===== src/rtl/hex_ascii_pkg.sv =====
// Shared definitions for the ASCII text emitters.
//   ASCII_*    : character codes used when printing hex words
//   tx_state_e : state encoding of the word-to-text emitter FSM
package hex_ascii_pkg;

  localparam logic [7:0] ASCII_0  = 8'h30;
  localparam logic [7:0] ASCII_X  = 8'h78;
  localparam logic [7:0] ASCII_CR = 8'h0D;
  localparam logic [7:0] ASCII_LF = 8'h0A;
  localparam logic [7:0] ASCII_UA = 8'h41;
  localparam logic [7:0] ASCII_LA = 8'h61;

  typedef enum logic [2:0] {
    ST_IDLE,
    ST_PFX0,
    ST_PFX1,
    ST_DIG,
    ST_CR,
    ST_LF
  } tx_state_e;

endpackage


===== src/rtl/hex_nibble_ascii.sv =====
// Combinational single-nibble to ASCII hex digit converter.
//   in    : 4-bit nibble
//   lower : 1 = 'a'-'f', 0 = 'A'-'F'
//   out   : ASCII code of the digit
module hex_nibble_ascii
  import hex_ascii_pkg::*;
(
  input  logic [3:0] in,
  input  logic       lower,
  output logic [7:0] out
);

  always_comb begin
    if (in < 4'd10) begin
      out = ASCII_0 + {4'h0, in};
    end else begin
      out = (lower ? ASCII_LA : ASCII_UA) + {4'h0, in} - 8'd10;
    end
  end

endmodule


===== src/rtl/hex_word_to_ascii_tx.sv =====
// Streams a DATA_W-bit value as ASCII hex text, one character per handshake,
// with optional "0x" prefix, optional CR/LF terminator, selectable digit case
// and leading-zero suppression.
//   clk, rst_n            : clock, asynchronous active-low reset
//   in_valid/in_ready     : value handshake (in_data, in_lower, in_zsup sampled at accept)
//   out_valid/out_ready   : character handshake (out_char, out_last)
//   busy                  : word accepted and not yet fully emitted
module hex_word_to_ascii_tx
  import hex_ascii_pkg::*;
#(
  parameter int DATA_W    = 32,
  parameter int PREFIX_EN = 1,
  parameter int TERM_EN   = 1
) (
  input  logic              clk,
  input  logic              rst_n,
  input  logic              in_valid,
  output logic              in_ready,
  input  logic [DATA_W-1:0] in_data,
  input  logic              in_lower,
  input  logic              in_zsup,
  output logic              out_valid,
  input  logic              out_ready,
  output logic [7:0]        out_char,
  output logic              out_last,
  output logic              busy
);

  localparam int NIB   = DATA_W / 4;
  localparam int IDX_W = (NIB > 1) ? $clog2(NIB) : 1;

  tx_state_e         state, state_nxt;
  logic [DATA_W-1:0] data_q, data_nxt;
  logic              lower_q, lower_nxt;
  logic [IDX_W-1:0]  idx, idx_nxt, lz_idx;
  logic              accept, hs;
  logic [3:0]        nib_sel;
  logic [7:0]        nib_char;
  logic [7:0]        char_nxt;
  logic              valid_nxt, last_nxt, ready_nxt, busy_nxt;

  assign accept = in_valid & in_ready;
  assign hs     = out_valid & out_ready;

  // Highest nonzero nibble of the offered value; 0 when the value is zero,
  // so a zero word still prints a single '0'.
  always_comb begin
    lz_idx = '0;
    for (int unsigned i = 0; i < NIB; i++) begin
      if (in_data[4*i +: 4] != 4'h0) lz_idx = IDX_W'(i);
    end
  end

  // Next-state logic, including capture register and digit counter.
  always_comb begin
    state_nxt = state;
    data_nxt  = data_q;
    lower_nxt = lower_q;
    idx_nxt   = idx;
    case (state)
      ST_IDLE: begin
        if (accept) begin
          data_nxt  = in_data;
          lower_nxt = in_lower;
          idx_nxt   = in_zsup ? lz_idx : IDX_W'(NIB - 1);
          state_nxt = (PREFIX_EN != 0) ? ST_PFX0 : ST_DIG;
        end
      end
      ST_PFX0: if (hs) state_nxt = ST_PFX1;
      ST_PFX1: if (hs) state_nxt = ST_DIG;
      ST_DIG: begin
        if (hs) begin
          if (idx == '0) begin
            state_nxt = (TERM_EN != 0) ? ST_CR : ST_IDLE;
          end else begin
            idx_nxt = idx - IDX_W'(1);
          end
        end
      end
      ST_CR:   if (hs) state_nxt = ST_LF;
      ST_LF:   if (hs) state_nxt = ST_IDLE;
      default: state_nxt = ST_IDLE;
    endcase
  end

  // Outputs are registered, so the character is derived from the next state
  // and next digit index; while stalled these equal the current ones and the
  // registered character stays put.
  assign nib_sel = 4'(data_nxt >> {idx_nxt, 2'b00});

  hex_nibble_ascii u_nib (
    .in    (nib_sel),
    .lower (lower_nxt),
    .out   (nib_char)
  );

  always_comb begin
    valid_nxt = (state_nxt != ST_IDLE);
    busy_nxt  = (state_nxt != ST_IDLE);
    ready_nxt = (state_nxt == ST_IDLE);
    char_nxt  = out_char;
    last_nxt  = 1'b0;
    case (state_nxt)
      ST_PFX0: char_nxt = ASCII_0;
      ST_PFX1: char_nxt = ASCII_X;
      ST_DIG: begin
        char_nxt = nib_char;
        last_nxt = (TERM_EN == 0) && (idx_nxt == '0);
      end
      ST_CR:   char_nxt = ASCII_CR;
      ST_LF: begin
        char_nxt = ASCII_LF;
        last_nxt = 1'b1;
      end
      default: char_nxt = out_char;
    endcase
  end

  always_ff @(posedge clk or negedge rst_n) begin
    if (!rst_n) begin
      state     <= ST_IDLE;
      data_q    <= '0;
      lower_q   <= 1'b0;
      idx       <= '0;
      out_valid <= 1'b0;
      out_char  <= 8'h00;
      out_last  <= 1'b0;
      in_ready  <= 1'b0;
      busy      <= 1'b0;
    end else begin
      state     <= state_nxt;
      data_q    <= data_nxt;
      lower_q   <= lower_nxt;
      idx       <= idx_nxt;
      out_valid <= valid_nxt;
      out_char  <= char_nxt;
      out_last  <= last_nxt;
      in_ready  <= ready_nxt;
      busy      <= busy_nxt;
    end
  end

endmodule


===== config.mk =====
export PLATFORM = sky130hd
export DESIGN_NAME = hex_word_to_ascii_tx
export DESIGN_NICKNAME = d
export VERILOG_FILES = /design/src/rtl/hex_ascii_pkg.sv /design/src/rtl/hex_nibble_ascii.sv /design/src/rtl/hex_word_to_ascii_tx.sv
export SDC_FILE = /design/constraint.sdc
export NUM_CORES = 1
export LEC_CHECK = 0
export CAP_MARGIN = 20
export CORE_MARGIN = 5
export CORE_UTILIZATION = 55
export DETAILED_ROUTE_END_ITERATION = 7
export PLACE_DENSITY = 0.83
export SYNTH_ARGS = -nofsm -noshare
export SYNTH_HDL_FRONTEND = slang
export SYNTH_SLANG_ARGS = --single-unit

===== constraint.sdc =====
create_clock -name clk -period 6.95 [get_ports clk]
set_input_delay 1.39 -clock clk [delete_from_list [all_inputs] [get_ports clk]]
set_output_delay 1.39 -clock clk [all_outputs]
set_load 0.05 [all_outputs]

==> key figures, run 1 <==
Run status
  – Outcome: finished, final reports clean

Logic synthesis
  – Post-synthesis area per instance: 9.72 µm²
  – Largest area contributor in the netlist: sky130_fd_sc_hd__dfrtp_1
  – Proportion of synthesized flip-flops having asynchronous set or reset: 100%
  – Sequential-to-total area share from yosys stat: 44.4%
  – Synthesized instance count: 284
  – Leading cell type by number of instances after synthesis: sky130_fd_sc_hd__nand2_1
  – #FFs+latches synth: 49
  – Top cells by area in the synthesized netlist: sky130_fd_sc_hd__dfrtp_1, sky130_fd_sc_hd__nand2_1, sky130_fd_sc_hd__mux2_2
  – Count of unique library cells instantiated by Yosys: 59
  – Post-Syn Nets: 325
  – Most frequently used flop master after synthesis: sky130_fd_sc_hd__dfrtp_1
  – Top cells by instance count after synthesis: sky130_fd_sc_hd__nand2_1, sky130_fd_sc_hd__dfrtp_1, sky130_fd_sc_hd__mux2i_1, sky130_fd_sc_hd__mux2_2, sky130_fd_sc_hd__o21ai_0
  – Share of the synthesized area in the top cell type: 44.4%
  – Number of flops mapped to enable cells by yosys: 0
  – Mapped cell area: 2760 µm²
  – Warning count from the yosys run: 0

Global routing
  – Initial antenna violation count: 0
  – Tot GR Track Use: 21.7%
  – Vias in the first global route: 2161
  – Overall overflow remaining after global route: 0
  – Maximum number of pins on one net before global-route repair: 50
  – First-pass GRT wire length: 10800 µm

Place
  – Buffers on Ports: 48
  – RD Place Congestion: 0.942
  – Number of instances in the placed design: 385
  – Standard cell area after detailed placement: 3230 µm²
  – Hpwl dp: 5020 µm
  – Setup slack at placement: 2.10 ns

Final layout
  – Layout Utilization: 70.2%
  – Layout Area Growth over Synthesis: 21.7%
  – Area of all placed cells without fillers: 3360 µm²
  – Filler-free cell count of the finished design: 394
  – Net count of the finished layout: 367
  – Fraction of final layout cells sized beyond drive strength 1: 11.9%
  – Seq. cell area: 1230 µm²
  – Multi-input gate area in the final layout: 1400 µm²
  – Antenna diode instance count: 0
  – Number of fillers in the final layout: 371

Timing
  – Post-route clock skew: 0.0109 ns
  – Highest clock frequency the design can meet: 220 MHz
  – Final worst hold slack: 0.486 ns
  – Number of failing setup endpoints in the final timing report: 0
  – Final hold violations: 0
  – Headroom to the max-slew limit: 39.3%
  – Post-route fraction of the period consumed by the critical path: 65.4%
  – Post-route minimum period: 4.55 ns
  – Setup repair after global routing missed its margin: no
  – Slew of the pin with the lowest slew margin: 0.910 ns
  – Sum Neg Setup Slack: 0 ns
  – Setup ws final: 2.40 ns
  – Number of max-slew violations in the final report: 0

Power
  – Combinational power share: 57.9%
  – Power Internal: 0.918 mW
  – PwrDens: 484 nW/µm²
  – Largest vdd supply drop: 0.370 mV
  – Clock network power share: 13.0%
  – Net switching power: 0.709 mW
  – Proportion of power drawn by flip-flops and latches: 29.0%
  – Power Total: 1.63 mW
  – Leakage dissipation: 1.57 nW
  – Sw frac: 43.6%

Clock network
  – CTS clock-pin slew for the worst setup and hold paths: 0.09 ns
  – Count of H-tree levels built during CTS: 2
  – Bufs on Longest Clock Path: 2
  – TritonCTS clock tree: yes
  – Latest clock arrival within the worst-skew pair: 0.31 ns
  – CTS buffer count: 5
  – Resize count post-CTS: 0
  – Num Clock Sinks: 49
  – Hold-fix buffers, CTS: 0
  – Cell at the root of the clock tree: sky130_fd_sc_hd__clkbuf_8
  – Buffers inserted during post-CTS setup optimization: 0

Min path
  – Hold Crit Class: reg2reg
  – Critical hold path startpoint: data_q[16]$_DFF_PN0_

Drt
  – Antenna Violating Nets Remaining: 0
  – Routed via count: 2258
  – Via-to-Cell Ratio: 5.73
  – Number of design-rule violations left by the first detailed-router iteration: 202
  – Detailed-route wire length per cell: 17.1 µm
  – Count of TritonRoute iterations in the first routing pass: 4
  – DR DRC count: 0
  – Total wirelength of the detailed-routed design: 6760 µm

Worst setup path
  – Worst path slowest cell: sky130_fd_sc_hd__or4_2
  – Arrival time of the worst setup path: 4.75 ns
  – Max stage delay on crit path: 0.69 ns
  – Sum of buffers and inverters on the critical path: 1
  – CP Cell Sequence: clkdlybuf4s50_1 > or4_2 > a211oi_1 > or3_1 > nand2_8 > mux2i_1 > mux2i_1 > mux2i_4 > ha_1 > a21boi_0 > nand4b_1 > o311ai_0
  – CP endpoint kind: flop
  – Beginning of the critical path: in_data[21]
  – Origin of the critical flop-to-flop path: state[2]$_DFF_PN0_
  – Maximum fanout along the worst path: 14
  – Worst EP required: 7.15 ns
  – Cell type with the highest occurrence count on the critical path: sky130_fd_sc_hd__mux2i_1
  – Setup crit start kind: input pin
  – Largest delay share family, worst path: simple AND/OR/NAND/NOR gates
  – Critical Setup Path Class: in2reg

Floorplan
  – Die height: 80.9 µm
  – Count of boundary I/O pins: 50
  – Row count: 25
  – Effective utilization at floorplan: 57.7%
  – Core Region: 4790 µm²
  – Die W: 80.9 µm
  – Total die area: 6540 µm²

Run
  – Maximum capacitance violations: 0
## metal layers
layer / part of all wire (%) / GRT usage [%]
met4: 2.3 / 8.61
met5: 0 / 0
met3: 5.6 / 3.99
met2: 48 / 35.6
met1: 44 / 28.3
## area by class of cell
type                       instances  share of cell area [%]
clock buffer                       7                    2.57
sequential                        49                    36.5
multi-input combinational        209                    41.5
inverter                          12                    1.34
timing repair buffer              49                    14.7
clock inverter                     1                   0.893
tap                               67                    2.49
## state kept, by name (all words and copies together) (netlist names)
register  flops
data_q       32
state         3
in_ready      1
lower_q       1
idx           3
out_char      7
out_last      1
busy          1
## worst register-to-register path: stages, from the launching register on
cell                       delay [ns]
sky130_fd_sc_hd__dfrtp_1         0.47
sky130_fd_sc_hd__nor3_2          0.32
sky130_fd_sc_hd__nand2_2         0.49
sky130_fd_sc_hd__or3_1           0.69
sky130_fd_sc_hd__nand2_8         0.20
sky130_fd_sc_hd__mux2i_1         0.24
sky130_fd_sc_hd__mux2i_1         0.15
sky130_fd_sc_hd__mux2i_4         0.26
sky130_fd_sc_hd__ha_1            0.24
sky130_fd_sc_hd__a21boi_0        0.24
sky130_fd_sc_hd__nand4b_1        0.12
sky130_fd_sc_hd__o311ai_0        0.12
## power by group through the flow
| stage | registers (mW) | clock network (mW) | logic (mW) |
|---|---|---|---|
| 2_1_floorplan | 0.521 | 0 | 0.683 |
| 3_3_place_gp | 0.472 | 0 | 0.906 |
| 3_5_place_dp | 0.477 | 0 | 0.927 |
| 4_1_cts | 0.472 | 0.214 | 0.937 |
| 5_1_grt | 0.488 | 0.224 | 1.03 |
| 6_report | 0.472 | 0.212 | 0.943 |
## path summary, 6_finish.rpt
check / endpoint / slack [ns] / cells past startpoint
max: out_char[2]$_DFFE_PN0P_ / 2.40 / 12
min: data_q[16]$_DFF_PN0_ / 0.49 / 2
max reg2reg: out_char[2]$_DFFE_PN0P_ / 3.30 / 11
min reg2reg: data_q[16]$_DFF_PN0_ / 0.49 / 2
max in group asynchronous: data_q[27]$_DFF_PN0_ / 5.38 / 2
min in group asynchronous: out_char[2]$_DFFE_PN0P_ / 1.05 / 1
## layout by cell type, fill, tap and decap left out, types with 2 or more instances in the layout
cell	n
sky130_fd_sc_hd__nand2_1	65
sky130_fd_sc_hd__dfrtp_1	49
sky130_fd_sc_hd__clkdlybuf4s50_1	47
sky130_fd_sc_hd__mux2i_1	16
sky130_fd_sc_hd__mux2_2	15
sky130_fd_sc_hd__o21ai_0	12
sky130_fd_sc_hd__a21oi_1	11
sky130_fd_sc_hd__inv_1	11
sky130_fd_sc_hd__nor2_1	10
sky130_fd_sc_hd__nor3_1	7
sky130_fd_sc_hd__nor4_1	6
sky130_fd_sc_hd__clkbuf_8	6
sky130_fd_sc_hd__a211oi_1	4
sky130_fd_sc_hd__and2_1	3
sky130_fd_sc_hd__o31ai_1	3
sky130_fd_sc_hd__nand3_1	3
sky130_fd_sc_hd__nand2b_1	3
sky130_fd_sc_hd__or3_1	3
sky130_fd_sc_hd__o21a_1	3
sky130_fd_sc_hd__nand4b_1	3
sky130_fd_sc_hd__ha_1	3
sky130_fd_sc_hd__or4_1	2
sky130_fd_sc_hd__a21boi_0	2
sky130_fd_sc_hd__nor2b_1	2
sky130_fd_sc_hd__and3_1	2
sky130_fd_sc_hd__a31oi_1	2
## cell families (layout without fill, tap and decap cells)
kind of cell / count (synthesis) / count (layout) / share of synthesized area, %
mux: 32 / 32 / 12.7
buf+inv: 26 / 69 / 5.07
other cells: 1 / 1 / 0.136
flops: 49 / 49 / 44.4
compound gates: 52 / 52 / 13.8
xor+xnor: 1 / 1 / 0.317
simple gates: 120 / 120 / 22.2
fa+ha+maj: 3 / 3 / 1.36
No activity file was read; power rests on OpenSTA's default activity.
==> run 2, diff against run 1 <==
--- a/config.mk
+++ b/config.mk
@@ -7,9 +7,9 @@
 export LEC_CHECK = 0
 export CAP_MARGIN = 20
 export CORE_MARGIN = 5
-export CORE_UTILIZATION = 55
+export CORE_UTILIZATION = 53
 export DETAILED_ROUTE_END_ITERATION = 7
-export PLACE_DENSITY = 0.83
+export PLACE_DENSITY = 0.81
 export SYNTH_ARGS = -nofsm -noshare
 export SYNTH_HDL_FRONTEND = slang
 export SYNTH_SLANG_ARGS = --single-unit
==> constraint.sdc (replaced) <==
create_clock -name clk -period 4.5 [get_ports clk]
set_input_delay 0.9 -clock clk [delete_from_list [all_inputs] [get_ports clk]]
set_output_delay 0.9 -clock clk [all_outputs]
set_load 0.05 [all_outputs]
==> key figures, run 2 (synthesis gave the netlist of run 1 again) <==
Min path
  – Hold Crit Class: reg2reg

Timing
  – Slew of the pin with the lowest slew margin: 0.636 ns (-0.274 ns)
  – Setup repair after global routing missed its margin: no
  – Highest clock frequency the design can meet: 246 MHz
  – Post-route minimum period: 4.06 ns
  – Number of failing setup endpoints in the final timing report: 0 (unchanged)
  – Number of max-slew violations in the final report: 0 (unchanged)
  – Headroom to the max-slew limit: 57.2% (+18 points)
  – Sum Neg Setup Slack: 0 ns (unchanged)
  – Post-route fraction of the period consumed by the critical path: 90.2%
  – Final hold violations: 0 (unchanged)
  – Post-route clock skew: 0.00771 ns (-0.00315 ns)

Worst setup path
  – Maximum fanout along the worst path: 14 (unchanged)
  – CP endpoint kind: flop
  – CP Cell Sequence: clkdlybuf4s50_1 > or4_4 > nand4bb_4 > or3_1 > nand2_8 > mux2_2 > mux2i_1 > mux2_2 > ha_1 > a21boi_0 > nand4b_1 > o311ai_0
  – Arrival time of the worst setup path: 4.24 ns (-0.51 ns)
  – Max stage delay on crit path: 0.56 ns (-0.13 ns)
  – Worst path slowest cell: sky130_fd_sc_hd__or4_4
  – Cell type with the highest occurrence count on the critical path: sky130_fd_sc_hd__mux2_2
  – Setup crit start kind: input pin
  – Setup slack, reg-to-reg: 1.09 ns (-2.21 ns)
  – Critical Setup Path Class: in2reg
  – Worst EP required: 4.68 ns (-2.47 ns)

Global routing
  – Tot GR Track Use: 21.3% (-0.37 points)
  – Initial antenna violation count: 0 (unchanged)
  – Most Crowded Layer GR: met2
  – Vias in the first global route: 2221 (+2.8%)
  – First-pass GRT wire length: 10900 µm (+1.0%)
  – Global Route met2 Usage: 34.9% (-0.78 points)
  – Global-route met1 utilization: 28.3% (about the same)
  – Met3 usage: 3.47% (-0.52 points)
  – Overall overflow remaining after global route: 0 (unchanged)
  – Maximum number of pins on one net before global-route repair: 50 (unchanged)

Clock network
  – CTS clock-pin slew for the worst setup and hold paths: 0.08 ns (about the same)
  – CTS buffer count: 5 (unchanged)
  – Hold-fix buffers, CTS: 0 (unchanged)
  – Bufs on Longest Clock Path: 2 (unchanged)
  – Resize count post-CTS: 0 (unchanged)
  – Count of H-tree levels built during CTS: 2 (unchanged)
  – Num Clock Sinks: 49 (unchanged)
  – Latest clock arrival within the worst-skew pair: 0.30 ns (about the same)
  – TritonCTS clock tree: yes
  – Cell at the root of the clock tree: sky130_fd_sc_hd__clkbuf_8
  – Buffers inserted during post-CTS setup optimization: 0 (unchanged)

Drt
  – Antenna Violating Nets Remaining: 0 (unchanged)
  – Count of TritonRoute iterations in the first routing pass: 4 (unchanged)
  – Total wirelength of the detailed-routed design: 6680 µm (-1.2%)
  – DR DRC count: 0 (unchanged)
  – Routed via count: 2247 (-0.49%)
  – Detailed-route wire length per cell: 16.7 µm (-2.9%)
  – Number of design-rule violations left by the first detailed-router iteration: 115 (-43%)
  – Via-to-Cell Ratio: 5.60 (-2.2%)

Final layout
  – Net count of the finished layout: 371 (+1.1%)
  – Antenna diode instance count: 0 (unchanged)
  – Registers with the highest flip-flop counts: data_q (32), out_char (7)
  – Fraction of final layout cells sized beyond drive strength 1: 13.0% (+1.1 points)
  – Max reg flops: 32 (unchanged)
  – Most frequent standard cell in the layout excluding fill and tap cells: sky130_fd_sc_hd__nand2_1
  – Most used cells in the layout excluding fill and tap cells: sky130_fd_sc_hd__nand2_1, sky130_fd_sc_hd__dfrtp_1, sky130_fd_sc_hd__clkdlybuf4s50_1
  – Filler-free cell count of the finished design: 401 (+1.8%)
  – Layout Area Growth over Synthesis: 23.2%
  – Register with the highest flop count: data_q

Floorplan
  – Core Region: 5070 µm² (+6.0%)
  – Die height: 82.2 µm (+1.6%)
  – Count of boundary I/O pins: 50 (unchanged)
  – Die W: 82.2 µm (+1.6%)
  – Total die area: 6750 µm² (+3.3%)
  – Row count: 26 (+4.0%)
  – Effective utilization at floorplan: 54.4% (-3.3 points)

Power
  – Leakage dissipation: 1.59 nW (+1.4%)
  – Largest vdd supply drop: 0.432 mV (+17%)
  – PwrDens: 739 nW/µm² (+53%)
  – Power Total: 2.52 mW (+55%)

Place
  – Hpwl dp: 5070 µm (+1.1%)
  – Buffers on Ports: 48 (unchanged)
  – Number of instances in the placed design: 392 (+1.8%)
  – RD Place Congestion: 0.913 (-3.1%)

Run status
  – Outcome: finished, final reports clean

Run
  – Maximum capacitance violations: 0 (unchanged)
==> run 2: metrics by stage <==
step / hold WS [ns] / util [%] / instance area, µm² / worst slack, ns
3_3_place_gp: 0.462 / 64.2 / 3260 / 0.317
3_5_place_dp: 0.466 / 64.2 / 3260 / 0.136
4_1_cts: 0.488 / 66.5 / 3380 / 0.451
6_report: 0.489 / 67.1 / 3400 / 0.439
5_1_grt: 0.523 / 67.1 / 3400 / 0.262
2_1_floorplan: 0.436 / - / 2760 / 0.949
==> run 2: path summary, 6_finish.rpt <==
path,startpoint,endpoint,depth (start not counted)
worst max-delay path,in_data[24],out_char[2]$_DFFE_PN0P_,12
worst min-delay path,data_q[5]$_DFF_PN0_,data_q[5]$_DFF_PN0_,2
worst max register to register,idx[0]$_DFF_PN0_,out_char[2]$_DFFE_PN0P_,13
worst min register to register,data_q[5]$_DFF_PN0_,data_q[5]$_DFF_PN0_,2
max in group asynchronous,rst_n,data_q[15]$_DFF_PN0_,2
min in group asynchronous,rst_n,data_q[11]$_DFF_PN0_,1
==> run 2: final cells by class <==
cell class,count,area (µm²)
Fill cell,417,1670
Multi-Input combinational cell,209,1400
Sequential cell,49,1230
Timing Repair Buffer,53,533
Tap cell,70,87.6
Clock buffer,7,86.3
Inverter,12,45.0
Clock inverter,1,30.0
==> run 2: critical path: cells and delay by family <==
kind	cells	cell delay, ns
buf+inv	1	0.44
mux	3	0.68
simple gates	5	1.64
compound gates	2	0.38
fa+ha+maj	1	0.19
==> run 2: per-layer routing <==
layer  part of all wire [%]  wire [µm]
met5                      0          0
met4                    2.1        137
met3                    4.0        269
met2                     48       3180
met1                     46       3090
==> run 2: where the power goes <==
part / internal, mW / total, mW / switching, mW
combinational: 0.604 / 1.46 / 0.861
clock: 0.181 / 0.323 / 0.142
sequential: 0.644 / 0.728 / 0.0837
==> run 3, diff against run 2 <==
--- a/config.mk
+++ b/config.mk
@@ -5,11 +5,13 @@
 export SDC_FILE = /design/constraint.sdc
 export NUM_CORES = 1
 export LEC_CHECK = 0
+export ABC_AREA = 1
 export CAP_MARGIN = 20
 export CORE_MARGIN = 5
-export CORE_UTILIZATION = 53
+export CORE_UTILIZATION = 48
 export DETAILED_ROUTE_END_ITERATION = 7
-export PLACE_DENSITY = 0.81
+export HOLD_SLACK_MARGIN = 0.15
+export PLACE_DENSITY = 0.77
 export SYNTH_ARGS = -nofsm -noshare
 export SYNTH_HDL_FRONTEND = slang
 export SYNTH_SLANG_ARGS = --single-unit
==> constraint.sdc (replaced) <==
create_clock -name clk -period 3.5 [get_ports clk]
set_input_delay 0.7 -clock clk [delete_from_list [all_inputs] [get_ports clk]]
set_output_delay 0.7 -clock clk [all_outputs]
set_load 0.05 [all_outputs]
==> key figures, run 3 <==
Worst setup path
  – Setup crit start kind: input pin
  – Worst R2R Path Depth: 23 (+10)
  – CP endpoint kind: flop
  – Worst reg2reg endpoint: out_char[1]$_DFFE_PN0P_
  – Worst EP required: 3.68 ns (-1.00 ns)
  – Maximum fanout along the worst path: 10 (-4)
  – Setup slack, reg-to-reg: 0.68 ns (-0.41 ns)
  – Arrival time of the worst setup path: 3.26 ns (-0.98 ns)
  – Origin of the critical flop-to-flop path: idx[0]$_DFF_PN0_
  – Critical Setup Path Class: in2reg

Place
  – Buffers on Ports: 48 (unchanged)
  – RD Place Congestion: 0.861 (-5.7%)
  – Setup slack at placement: 0.158 ns (+0.0215 ns)
  – Hpwl dp: 5170 µm (+1.9%)

Final layout
  – Net count of the finished layout: 453 (+22%)
  – Antenna diode instance count: 0 (unchanged)
  – Registers with the highest flip-flop counts: data_q (32), out_char (7)
  – Multi-input gate area in the final layout: 1290 µm² (-7.2%)
  – Max reg flops: 32 (unchanged)
  – Most used cells in the layout excluding fill and tap cells: sky130_fd_sc_hd__nand2_1, sky130_fd_sc_hd__inv_1, sky130_fd_sc_hd__dfrtp_1
  – Fraction of final layout cells sized beyond drive strength 1: 11.1% (-1.9 points)
  – Layout Area Growth over Synthesis: 22.5%
  – Seq. cell area: 1230 µm² (unchanged)
  – Most frequent standard cell in the layout excluding fill and tap cells: sky130_fd_sc_hd__nand2_1
  – Number of fillers in the final layout: 511 (+23%)
  – Register with the highest flop count: data_q

Clock network
  – Count of H-tree levels built during CTS: 2 (unchanged)
  – Latest clock arrival within the worst-skew pair: 0.31 ns (about the same)
  – Hold-fix buffers, CTS: 0 (unchanged)
  – CTS buffer count: 5 (unchanged)
  – Cell at the root of the clock tree: sky130_fd_sc_hd__clkbuf_8
  – CTS clock-pin slew for the worst setup and hold paths: 0.09 ns (about the same)
  – Resize count post-CTS: 0 (unchanged)
  – Buffers inserted during post-CTS setup optimization: 0 (unchanged)
  – TritonCTS clock tree: yes
  – Bufs on Longest Clock Path: 2 (unchanged)
  – Num Clock Sinks: 49 (unchanged)

Drt
  – Via-to-Cell Ratio: 5.10 (-8.9%)
  – Routed via count: 2491 (+11%)
  – Number of design-rule violations left by the first detailed-router iteration: 180 (+57%)
  – Count of TritonRoute iterations in the first routing pass: 4 (unchanged)
  – Antenna Violating Nets Remaining: 0 (unchanged)
  – DR DRC count: 0 (unchanged)
  – Detailed-route wire length per cell: 13.9 µm (-17%)
  – Total wirelength of the detailed-routed design: 6770 µm (+1.4%)

Min path
  – Hold Crit Class: in2async

Timing
  – Headroom to the max-slew limit: 66.1% (+9.0 points)
  – Number of failing setup endpoints in the final timing report: 0 (unchanged)
  – Sum Neg Setup Slack: 0 ns (unchanged)
  – Setup repair after global routing missed its margin: no
  – Post-route fraction of the period consumed by the critical path: 88.1%
  – Slew of the pin with the lowest slew margin: 0.507 ns (-0.129 ns)
  – Setup ws final: 0.417 ns (-0.0221 ns)
  – Post-route clock skew: 0.00943 ns (+0.00171 ns)
  – Highest clock frequency the design can meet: 324 MHz
  – Post-route minimum period: 3.08 ns
  – Number of max-slew violations in the final report: 0 (unchanged)
  – Final hold violations: 0 (unchanged)
  – Final worst hold slack: 0.232 ns (-0.257 ns)

Power
  – Largest vdd supply drop: 0.477 mV (+10%)
  – Power Total: 3.69 mW (+47%)
  – Leakage dissipation: 1.68 nW (+5.4%)
  – PwrDens: 1060 nW/µm² (+43%)

Logic synthesis
  – Most frequently used flop master after synthesis: sky130_fd_sc_hd__dfrtp_1
  – Count of unique library cells instantiated by Yosys: 35 (-41%)
  – Number of flops mapped to enable cells by yosys: 0 (unchanged)
  – Synthesized instance count: 364 (+28%)
  – Post-Syn Nets: 405 (+25%)
  – Proportion of synthesized flip-flops having asynchronous set or reset: 100% (unchanged)
  – Mapped cell area: 2850 µm² (+3.4%)
  – Warning count from the yosys run: 0 (unchanged)
  – Leading cell type by number of instances after synthesis: sky130_fd_sc_hd__nand2_1
  – Post-synthesis area per instance: 7.84 µm² (-19%)
  – Largest area contributor in the netlist: sky130_fd_sc_hd__dfrtp_1
  – #FFs+latches synth: 49 (unchanged)
  – Top cells by area in the synthesized netlist: sky130_fd_sc_hd__dfrtp_1, sky130_fd_sc_hd__nand2_1, sky130_fd_sc_hd__inv_1
  – Share of the synthesized area in the top cell type: 43.0% (-1.4 points)
  – Top cells by instance count after synthesis: sky130_fd_sc_hd__nand2_1, sky130_fd_sc_hd__inv_1, sky130_fd_sc_hd__dfrtp_1, sky130_fd_sc_hd__nand3_1
  – Sequential-to-total area share from yosys stat: 43.0% (-1.4 points)

Global routing
  – Tot GR Track Use: 19.9% (-1.4 points)
  – Initial antenna violation count: 0 (unchanged)
  – Overall overflow remaining after global route: 0 (unchanged)
  – First-pass GRT wire length: 11800 µm (+8.4%)
  – Maximum number of pins on one net before global-route repair: 50 (unchanged)
  – Vias in the first global route: 2498 (+12%)

Floorplan
  – Die height: 87.1 µm (+6.0%)
  – Row count: 28 (+7.7%)
  – Core Region: 5850 µm² (+15%)
  – Die W: 87.1 µm (+6.0%)
  – Effective utilization at floorplan: 48.8% (-5.6 points)
  – Total die area: 7590 µm² (+12%)
  – Count of boundary I/O pins: 50 (unchanged)

Run status
  – Outcome: finished, final reports clean

Run
  – Maximum capacitance violations: 0 (unchanged)
run 3: cell types whose count changed after synthesis, moves of 9 or more:
cell,change
sky130_fd_sc_hd__o21ai_1,+27
sky130_fd_sc_hd__nand3_1,+30
sky130_fd_sc_hd__or2_1,+27
sky130_fd_sc_hd__nor2_1,+9
sky130_fd_sc_hd__mux2i_1,-14
sky130_fd_sc_hd__inv_1,+48
sky130_fd_sc_hd__mux2_2,-15
run 3: worst max-delay path, stage by stage:
cell	delay, ns
sky130_fd_sc_hd__clkdlybuf4s50_1	0.41
sky130_fd_sc_hd__or2_1	0.29
sky130_fd_sc_hd__nor3_1	0.28
sky130_fd_sc_hd__nand2_1	0.10
sky130_fd_sc_hd__nand2_1	0.09
sky130_fd_sc_hd__nand2_2	0.07
sky130_fd_sc_hd__nand2_4	0.14
sky130_fd_sc_hd__inv_2	0.11
sky130_fd_sc_hd__a21oi_1	0.16
sky130_fd_sc_hd__o21ai_1	0.12
sky130_fd_sc_hd__nand2_1	0.08
sky130_fd_sc_hd__nand2_1	0.04
sky130_fd_sc_hd__nand2_1	0.09
sky130_fd_sc_hd__inv_2	0.04
sky130_fd_sc_hd__ha_1	0.27
sky130_fd_sc_hd__inv_1	0.04
sky130_fd_sc_hd__nand3_1	0.07
sky130_fd_sc_hd__nand2_1	0.05
sky130_fd_sc_hd__nand2_1	0.06
sky130_fd_sc_hd__nand3_1	0.06
run 3: final cells by class:
class	instances	share of cell area, %
clock inverter	1	0.859
timing repair buffer	53	15.0
multi-input combinational	239	37.0
sequential	49	35.1
tap	75	2.68
clock buffer	7	2.47
inverter	64	6.87
run 3: through the flow:
stage	std cells	instance area, µm²	utilization (%)
2_1_floorplan	364	2850	-
3_3_place_gp	479	3360	57.4
3_5_place_dp	479	3360	57.4
4_1_cts	487	3480	59.4
5_1_grt	488	3500	59.8
6_report	488	3500	59.8
run 3: routing by layer:
metal / track usage (%) / wire [µm] / share of wire, % / up-vias
met4: 7.11 / 142 / 2.1 / 0
li1: - / - / - / 1237
met2: 31.9 / 3260 / 48 / 62
met3: 4.92 / 429 / 6.3 / 16
met5: 0 / 0 / 0 / -
met1: 26.1 / 2940 / 43 / 1176
run 3: power by group:
group | switching, mW | leakage (nW) | internal [mW]
logic | 1.52 | 1.06 | 0.825
clock network | 0.185 | 0.0585 | 0.233
registers | 0.0918 | 0.564 | 0.836
total | 1.80 | 1.68 | 1.89
run 3: cells by family after synthesis:
logic type / after synthesis / share of synthesized area [%]
multiplexers: 2 / 0.701
flip-flops: 49 / 43.0
other: 1 / 0.131
buffers and inverters: 76 / 11.7
AND/OR/NAND/NOR: 178 / 32.9
AO/OA/AOI/OAI: 55 / 10.3
adder cells (fa/ha/maj): 3 / 1.32
run 3: worst max path at each step:
| stage | start | to | slack (ns) | depth (start not counted) |
|---|---|---|---|---|
| after detailed placement | in_data[18] | out_char[1]$_DFFE_PN0P_ | 0.16 | 20 |
| after floorplan | in_data[16] | out_char[1]$_DFFE_PN0P_ | 0.99 | 19 |
| after CTS | in_data[18] | out_char[1]$_DFFE_PN0P_ | 0.48 | 20 |
| final | in_data[18] | out_char[1]$_DFFE_PN0P_ | 0.42 | 20 |
| after global placement | in_data[18] | out_char[4]$_DFFE_PN0P_ | 0.25 | 19 |
| after global routing | in_data[18] | out_char[4]$_DFFE_PN0P_ | 0.25 | 19 |
